<file path="config.mk">
export PLATFORM = sky130hd
export DESIGN_NAME = drum_strike_detector_flat
export DESIGN_NICKNAME = d
export VERILOG_FILES = /design/src/rtl/drum_pkg.sv /design/src/rtl/drum_strike_detector_if.sv /design/src/rtl/drum_strike_detector_zone_classifier.sv /design/src/rtl/drum_strike_detector.sv /design/src/flat_wrapper.sv
export SDC_FILE = /design/constraint.sdc
export NUM_CORES = 1
export LEC_CHECK = 0
export CORE_ASPECT_RATIO = 1.1
export CORE_MARGIN = 1
export CORE_UTILIZATION = 30
export DETAILED_ROUTE_END_ITERATION = 7
export GPL_TIMING_DRIVEN = 0
export MAX_ROUTING_LAYER = met4
export PLACE_DENSITY_LB_ADDON = 0.12
export RECOVER_POWER = 50
export SYNTH_ARGS = -nofsm -noshare
export SYNTH_HDL_FRONTEND = slang
export SYNTH_HIERARCHICAL = 1
export SYNTH_SLANG_ARGS = --single-unit
</file>
<file path="constraint.sdc">
create_clock -name clk -period 8.43 [get_ports clk]
set_input_delay 1.686 -clock clk [delete_from_list [all_inputs] [get_ports clk]]
set_output_delay 1.686 -clock clk [all_outputs]
set_load 0.005 [all_outputs]
</file>
<file path="src/rtl/drum_pkg.sv">
// Shared types and constants for the drum strike detector slice.
package drum_pkg;

    localparam int unsigned CLK_HZ          = 3_000_000;
    // 50 ms refractory lockout expressed in clk cycles
    localparam int unsigned REFRACT_DEFAULT = CLK_HZ / 20;
    localparam int unsigned GYRO_W          = 16;
    localparam int unsigned QUAT_W          = 16;
    localparam int unsigned VEL_W           = 8;
    localparam int unsigned ZONE_W          = 2;

    typedef enum logic [1:0] {ST_IDLE, ST_SWING, ST_REFRACT} strike_state_t;
    typedef enum logic [1:0] {ZONE_LEFT, ZONE_CENTRE, ZONE_RIGHT} drum_zone_t;

    // Downward swing speed = -gyro_y, clamped so -32768 maps to 32767
    function automatic logic signed [GYRO_W-1:0] sat_speed(input logic signed [GYRO_W-1:0] gy);
        if (gy == {1'b1, {(GYRO_W-1){1'b0}}}) begin
            return {1'b0, {(GYRO_W-1){1'b1}}};
        end
        return GYRO_W'(-gy);
    endfunction

endpackage

</file>
<file path="src/rtl/drum_strike_detector_if.sv">
// Sensor-in / strike-out bundle between the IMU controller, detector and SPI packet path.
interface drum_strike_detector_if;
    import drum_pkg::*;

    logic                      gyro_valid;
    logic signed [GYRO_W-1:0]  gyro_x;
    logic signed [GYRO_W-1:0]  gyro_y;
    logic signed [GYRO_W-1:0]  gyro_z;
    logic                      quat_valid;
    logic signed [QUAT_W-1:0]  quat_z;
    logic                      strike_valid;
    logic [VEL_W-1:0]          strike_velocity;
    logic [ZONE_W-1:0]         strike_zone;
    logic                      armed;

    modport master (
        output gyro_valid, gyro_x, gyro_y, gyro_z, quat_valid, quat_z,
        input  strike_valid, strike_velocity, strike_zone, armed
    );

    modport slave (
        input  gyro_valid, gyro_x, gyro_y, gyro_z, quat_valid, quat_z,
        output strike_valid, strike_velocity, strike_zone, armed
    );

endinterface

</file>
<file path="src/rtl/drum_strike_detector_zone_classifier.sv">
// Holds the latest quat_z and grades it into left/centre/right drum zones.
module strike_zone_classifier
    import drum_pkg::*;
#(
    parameter logic signed [QUAT_W-1:0] ZONE_THRESH = 16'sd4096
) (
    input  logic                     clk,
    input  logic                     rst,
    input  logic                     quat_valid,
    input  logic signed [QUAT_W-1:0] quat_z,
    output logic [ZONE_W-1:0]        zone_c
);

    localparam logic signed [QUAT_W-1:0] NEG_THRESH = QUAT_W'(-ZONE_THRESH);

    logic signed [QUAT_W-1:0] qz_q;
    logic signed [QUAT_W-1:0] qz_c;

    // Latch the most recent quaternion z component
    always_ff @(posedge clk) begin
        if (rst) begin
            qz_q <= '0;
        end else if (quat_valid) begin
            qz_q <= quat_z;
        end
    end

    // A quat sample arriving with the release sample takes precedence over the latch
    always_comb begin
        qz_c   = quat_valid ? quat_z : qz_q;
        zone_c = ZONE_W'(ZONE_CENTRE);
        if (qz_c < NEG_THRESH) begin
            zone_c = ZONE_W'(ZONE_LEFT);
        end else if (qz_c > ZONE_THRESH) begin
            zone_c = ZONE_W'(ZONE_RIGHT);
        end
    end

endmodule

</file>
<file path="src/rtl/drum_strike_detector.sv">
// Drum strike detector: arms on a fast downward swing, fires one graded strike on release.
// Optional feature macro: STRIKE_ZONE_EN (zone classification from quat_z).
module drum_strike_detector
    import drum_pkg::*;
#(
    parameter logic signed [GYRO_W-1:0] ARM_THRESH        = 16'sd2000,
    parameter logic signed [GYRO_W-1:0] RELEASE_THRESH    = 16'sd300,
    parameter int unsigned              VEL_SHIFT         = 6,
    parameter int unsigned              REFRACT_CYCLES    = REFRACT_DEFAULT,
    parameter int unsigned              MAX_SWING_SAMPLES = 200,
    parameter logic signed [QUAT_W-1:0] ZONE_THRESH       = 16'sd4096
) (
    input  logic                   clk,
    input  logic                   rst,
    drum_strike_detector_if.slave  bus
);

    localparam int unsigned RC_W = $clog2(REFRACT_CYCLES);
    localparam int unsigned SC_W = $clog2(MAX_SWING_SAMPLES + 1);

    strike_state_t            state_q, state_d;
    logic signed [GYRO_W-1:0] peak_q, peak_d;
    logic [SC_W-1:0]          swing_cnt_q, swing_cnt_d;
    logic [RC_W-1:0]          refract_q, refract_d;
    logic signed [GYRO_W-1:0] speed_c;
    logic [GYRO_W-1:0]        peak_shift_c;
    logic [VEL_W-1:0]         vel_c;
    logic                     strike_d;
    logic [ZONE_W-1:0]        zone_q;

    // Velocity grade from the pre-release peak, clamped to 8 bits
    always_comb begin
        peak_shift_c = GYRO_W'(peak_q) >> VEL_SHIFT;
        vel_c        = (peak_shift_c > GYRO_W'(255)) ? 8'd255 : VEL_W'(peak_shift_c);
    end

    // Next-state logic: swing arming, peak tracking, release, abandon and lockout
    always_comb begin
        state_d     = state_q;
        peak_d      = peak_q;
        swing_cnt_d = swing_cnt_q;
        refract_d   = refract_q;
        strike_d    = 1'b0;
        speed_c     = sat_speed(bus.gyro_y);
        case (state_q)
            ST_IDLE: begin
                if (bus.gyro_valid && (speed_c >= ARM_THRESH)) begin
                    state_d     = ST_SWING;
                    peak_d      = speed_c;
                    swing_cnt_d = SC_W'(1);
                end
            end
            ST_SWING: begin
                if (bus.gyro_valid) begin
                    if (speed_c <= RELEASE_THRESH) begin
                        strike_d    = 1'b1;
                        state_d     = ST_REFRACT;
                        refract_d   = RC_W'(REFRACT_CYCLES - 1);
                        peak_d      = '0;
                        swing_cnt_d = '0;
                    end else if (swing_cnt_q == SC_W'(MAX_SWING_SAMPLES - 1)) begin
                        // this sample exhausts the swing window
                        state_d     = ST_IDLE;
                        peak_d      = '0;
                        swing_cnt_d = '0;
                    end else begin
                        if (speed_c > peak_q) begin
                            peak_d = speed_c;
                        end
                        swing_cnt_d = swing_cnt_q + SC_W'(1);
                    end
                end
            end
            ST_REFRACT: begin
                if (refract_q == '0) begin
                    state_d = ST_IDLE;
                end else begin
                    refract_d = refract_q - RC_W'(1);
                end
            end
            default: begin
                state_d = ST_IDLE;
            end
        endcase
    end

    // State, datapath and registered outputs
    always_ff @(posedge clk) begin
        if (rst) begin
            state_q             <= ST_IDLE;
            peak_q              <= '0;
            swing_cnt_q         <= '0;
            refract_q           <= '0;
            bus.strike_valid    <= 1'b0;
            bus.strike_velocity <= '0;
            bus.armed           <= 1'b0;
        end else begin
            state_q          <= state_d;
            peak_q           <= peak_d;
            swing_cnt_q      <= swing_cnt_d;
            refract_q        <= refract_d;
            bus.strike_valid <= strike_d;
            bus.armed        <= (state_d == ST_SWING);
            if (strike_d) begin
                bus.strike_velocity <= vel_c;
            end
        end
    end

`ifdef STRIKE_ZONE_EN
    logic [ZONE_W-1:0] zone_c;
    logic              unused_in;

    assign unused_in = ^{bus.gyro_x, bus.gyro_z};

    strike_zone_classifier #(
        .ZONE_THRESH (ZONE_THRESH)
    ) u_zone (
        .clk        (clk),
        .rst        (rst),
        .quat_valid (bus.quat_valid),
        .quat_z     (bus.quat_z),
        .zone_c     (zone_c)
    );

    // Capture the zone alongside each strike
    always_ff @(posedge clk) begin
        if (rst) begin
            zone_q <= '0;
        end else if (strike_d) begin
            zone_q <= zone_c;
        end
    end
`else
    logic unused_in;

    assign unused_in = ^{bus.gyro_x, bus.gyro_z, bus.quat_valid, bus.quat_z, ZONE_THRESH};

    // Without zone sensing every strike reports the centre zone
    always_ff @(posedge clk) begin
        if (rst) begin
            zone_q <= '0;
        end else begin
            zone_q <= ZONE_W'(ZONE_CENTRE);
        end
    end
`endif

    assign bus.strike_zone = zone_q;

endmodule

</file>
<file path="src/flat_wrapper.sv">
// flat-port wrapper written by rule: the top's interface ports become plain ports
module drum_strike_detector_flat import drum_pkg::*;
#(
    parameter logic signed [GYRO_W-1:0] ARM_THRESH        = 16'sd2000,
    parameter logic signed [GYRO_W-1:0] RELEASE_THRESH    = 16'sd300,
    parameter int unsigned              VEL_SHIFT         = 6,
    parameter int unsigned              REFRACT_CYCLES    = REFRACT_DEFAULT,
    parameter int unsigned              MAX_SWING_SAMPLES = 200,
    parameter logic signed [QUAT_W-1:0] ZONE_THRESH       = 16'sd4096
)
  (clk, rst, bus_gyro_valid, bus_gyro_x, bus_gyro_y, bus_gyro_z, bus_quat_valid, bus_quat_z, bus_strike_valid, bus_strike_velocity, bus_strike_zone, bus_armed);
  drum_strike_detector_if bus_i ();
  input  logic clk;
  input  logic rst;
  input wire logic [$bits(bus_i.gyro_valid)-1:0] bus_gyro_valid;
  input wire logic [$bits(bus_i.gyro_x)-1:0] bus_gyro_x;
  input wire logic [$bits(bus_i.gyro_y)-1:0] bus_gyro_y;
  input wire logic [$bits(bus_i.gyro_z)-1:0] bus_gyro_z;
  input wire logic [$bits(bus_i.quat_valid)-1:0] bus_quat_valid;
  input wire logic [$bits(bus_i.quat_z)-1:0] bus_quat_z;
  output wire logic [$bits(bus_i.strike_valid)-1:0] bus_strike_valid;
  output wire logic [$bits(bus_i.strike_velocity)-1:0] bus_strike_velocity;
  output wire logic [$bits(bus_i.strike_zone)-1:0] bus_strike_zone;
  output wire logic [$bits(bus_i.armed)-1:0] bus_armed;
  assign bus_i.gyro_valid = bus_gyro_valid;
  assign bus_i.gyro_x = bus_gyro_x;
  assign bus_i.gyro_y = bus_gyro_y;
  assign bus_i.gyro_z = bus_gyro_z;
  assign bus_i.quat_valid = bus_quat_valid;
  assign bus_i.quat_z = bus_quat_z;
  assign bus_strike_valid = bus_i.strike_valid;
  assign bus_strike_velocity = bus_i.strike_velocity;
  assign bus_strike_zone = bus_i.strike_zone;
  assign bus_armed = bus_i.armed;
  drum_strike_detector #(.ARM_THRESH(ARM_THRESH), .RELEASE_THRESH(RELEASE_THRESH), .VEL_SHIFT(VEL_SHIFT), .REFRACT_CYCLES(REFRACT_CYCLES), .MAX_SWING_SAMPLES(MAX_SWING_SAMPLES), .ZONE_THRESH(ZONE_THRESH)) u_core (.clk(clk), .rst(rst), .bus(bus_i));
endmodule
</file>
==> metrics.md, run 1 <==
| Metric | Value |
|---|---|
| Yosys reg bits | `55` |
| Total Neg Setup Slack | `0 ns` |
| Post-placement cell area | `3860 um^2` |
| Crit Path Max Fanout | `10` |
| Area fraction of the dominant cell type after synthesis | `0.321` |
| Netlist Area Pre-Place | `3430 um^2` |
| Pre-CTS setup slack | `1.88 ns` |
| H-tree depth | `2` |
| Synth Instances | `409` |
| TritonCTS buffer count | `5` |
| Post-DP HPWL | `6.55 mm` |
| Synth area leaders | `dfxtp_1 (32%), ha_1 (6.2%), nor2_1 (5.0%)` |
| N_diodes | `0` |
| Post-CTS Setup Repair Bufs | `0` |
| Final cell count without fillers | `588` |
| Yosys top cell by area | `dfxtp_1` |
| Vias | `3067` |
| DIE WIDTH | `104 um` |
| TritonCTS clock tree | `done` |
| Gr ovfl total | `0` |
| Antenna viol nets, final | `0` |
| Tcrit/Tclk final | `0.731` |
| Leak pwr | `1.48 nW` |
| Rows | `40` |
| Critical path arrival | `6.40 ns` |
| Async SR Flop Fraction | `0` |
| PwrDens | `158 nW/um^2` |
| I/O pins | `80` |
| WP data required | `8.67 ns` |
| 1st-iter DRT viols | `107` |
| Outcome | `completed` |
| Initial Util | `0.312` |
| Max-Cap Viols | `0` |
| Nets | `525` |
| Worst clock skew | `0.00553 ns` |
| F_max | `162 MHz` |
| Post-Layout Inst Area | `4030 um^2` |
| DR WL/cell | `14.7 um` |
| Final setup margin | `2.27 ns` |
| Initial antenna violation count | `0` |
| DRC violations left | `0` |
| Die height | `114 um` |
| Area growth syn-to-layout | `17.5%` |
| Slew Viols, Final | `0` |
| Placed Instances | `580` |
| I/O Buffers | `24` |
| Post-synth cell types | `65` |
| Top cells by count, synth | `dfxtp_1 (55), nor2_1 (46), inv_1 (29), nor3_1 (28), nand2_1 (24)` |
| Power Total | `637 uW` |
| Clk_lat worst skew | `0.30 ns` |
| Final worst path period need | `6.16 ns` |
| Maximum number of pins on one net before global-route repair | `18` |
| Post-synth EDFFs | `0` |
| # resized after CTS | `0` |
| Layout fillers | `1184` |
| Die area | `11900 um^2` |
| Synthesized area per cell | `8.39 um^2` |
| Final core utilization | `0.366` |
| Hold WS | `0.478 ns` |
| Final GP Congestion | `0.837` |
| Routed WL | `8.66 mm` |
| Syn_nets | `494` |
| Layout cells sized above 1 | `0.0658` |
| Routed vias/inst | `5.22` |
| Yosys warning count | `6` |
| Critical Path Source Type | `input port` |
| Crit Path Category | `in -> reg` |
| Min-Delay Path Class | `reg -> reg` |
| Max VDD drop | `0.0000804 V` |
| Critical Path End Type | `flip-flop` |
| Most frequent cell after synthesis | `dfxtp_1` |
| Core Area | `11000 um^2` |
| Top FF cell, synth | `dfxtp_1` |
| Rel. slew slack | `0.229` |
| Vias in the first global route | `2865` |
| Clock Path Buffers | `2` |
| Root buffer cell | `clkbuf_16` |
| Setup Viol. Count Final | `0` |
| Sequential area share after synthesis | `0.321` |
| First-pass DRT Iterations | `4` |
| Slew @ Worst Pin | `1.14 ns` |
| First-pass GRT wire length | `14.3 mm` |
| Endpoints failing hold | `0` |
| RSZ-0062 raised after global routing | `no` |
| Clk sinks | `55` |
| # hold bufs at CTS | `0` |
| Worst-path clk slew | `0.07 ns` |
| Total GRT Usage | `0.155` |
==> cell usage in the layout (no fill, tap or decap), drive strengths merged, types with 9 or more instances in the layout <==
master         synthesis  final
a21oi                 18     18
a211oi                12     12
nor3                  28     28
a22o                  14     14
dfxtp                 55     55
o21ai                  9      9
xor2                   9      9
clkdlybuf4s50          0     12
xnor2                 17     17
ha                    17     17
dlygate4sd3            0     12
clkbuf                11     18
nor2                  48     48
nand2                 24     24
inv                   29     30
==> worst paths after layout <==
check	from	to	slack (ns)	cells after the start
max reg2reg	u_core/peak_q[15]	u_core/peak_q[9]	5.33	13
min reg2reg	u_core/peak_q[2]	u_core/peak_q[2]	0.48	1
min	u_core/peak_q[2]	u_core/peak_q[2]	0.48	1
max	bus_gyro_y[2]	u_core/peak_q[9]	2.27	17
==> report_power, final <==
group / switching [mW] / internal [mW] / leakage, nW / total (mW)
Combinational: 0.0623 / 0.0466 / 0.943 / 0.109
Sequential: 0.00848 / 0.270 / 0.447 / 0.279
Clock: 0.0996 / 0.150 / 0.0875 / 0.249
Total: 0.170 / 0.467 / 1.48 / 0.637
==> cell type report <==
cell class	count	area [um^2]	share of cell area
multi-input combinational	306	2120	0.525
buffer	18	98.8	0.0245
inverter	30	113	0.0279
timing repair buffer	24	240	0.0596
clock inverter	2	38.8	0.00962
sequential	55	1100	0.273
clock buffer	6	139	0.0344
tap	147	184	0.0456
==> cell families after synthesis <==
kind of cell,count (synthesis),synth area share
buf+inv,48,0.0620
xor+xnor,26,0.0664
simple gates,161,0.261
mux,6,0.0186
other cells,1,0.00109
flops,55,0.321
fa+ha+maj,17,0.0620
compound gates,95,0.209
==> metal layers <==
layer | GRT usage | part of all wire | wire (um) | vias up
met5 | - | 0 | 0 | -
met4 | 0.0429 | 0.011 | 93 | 0
li1 | - | - | - | 1562
met2 | 0.262 | 0.49 | 4220 | 29
met1 | 0.192 | 0.48 | 4150 | 1470
met3 | 0.0245 | 0.023 | 199 | 6
==> state kept, by name (all words and copies together), names as in the netlist <==
register                    flops
u_core/peak_q                  16
u_core/bus.armed                1
u_core/refract_q               18
u_core/bus.strike_zone          1
u_core/bus.strike_velocity      8
u_core/bus.strike_valid         1
u_core/swing_cnt_q              8
u_core/state_q                  2
==> critical path: stages <==
cell and delay (ns):
clkdlybuf4s50_1 0.55, or4_4 0.59, buf_6 0.15, or4_4 0.44, nor2_4 0.11, mux2i_2 0.54, ha_1 0.37, and3_1 0.21
nand2_1 0.11, nor3_1 0.05, mux2i_1 0.21, o32ai_1 0.12, o21bai_1 0.22, o41a_1 0.37, nor4_4 0.32, buf_6 0.22
a22o_1 0.15
Power figures use the tool's default switching activity.
==> run 2: changes to the inputs <==
==> constraint.sdc (replaced) <==
create_clock -name clk -period 6.2 [get_ports clk]
set_input_delay 1.24 -clock clk [delete_from_list [all_inputs] [get_ports clk]]
set_output_delay 1.24 -clock clk [all_outputs]
set_load 0.005 [all_outputs]
==> results of run 2 <==
The final DEF is identical to that of run 1. Status: completed.
Among the figures that moved: setup slack after placement 1.88 ns -> 0.100 ns; setup slack after layout 2.27 ns -> 0.486 ns; register-to-register setup slack 5.33 ns -> 3.10 ns; total power 0.637 mW -> 0.866 mW; worst IR drop on VDD 0.0000804 V -> 0.000109 V
==> run 3: changes to the inputs <==
--- a/config.mk
+++ b/config.mk
@@ -8,6 +8,7 @@
 export CORE_ASPECT_RATIO = 1.1
 export CORE_MARGIN = 1
 export CORE_UTILIZATION = 30
+export CTS_CLUSTER_SIZE = 40
 export DETAILED_ROUTE_END_ITERATION = 7
 export GPL_TIMING_DRIVEN = 0
 export MAX_ROUTING_LAYER = met4
==> results of run 3 <==
The final DEF is identical to that of run 1. Status: completed.
Among the figures that moved: setup slack after placement 1.88 ns -> 0.100 ns; setup slack after layout 2.27 ns -> 0.486 ns; register-to-register setup slack 5.33 ns -> 3.10 ns; total power 0.637 mW -> 0.866 mW; worst IR drop on VDD 0.0000804 V -> 0.000109 V
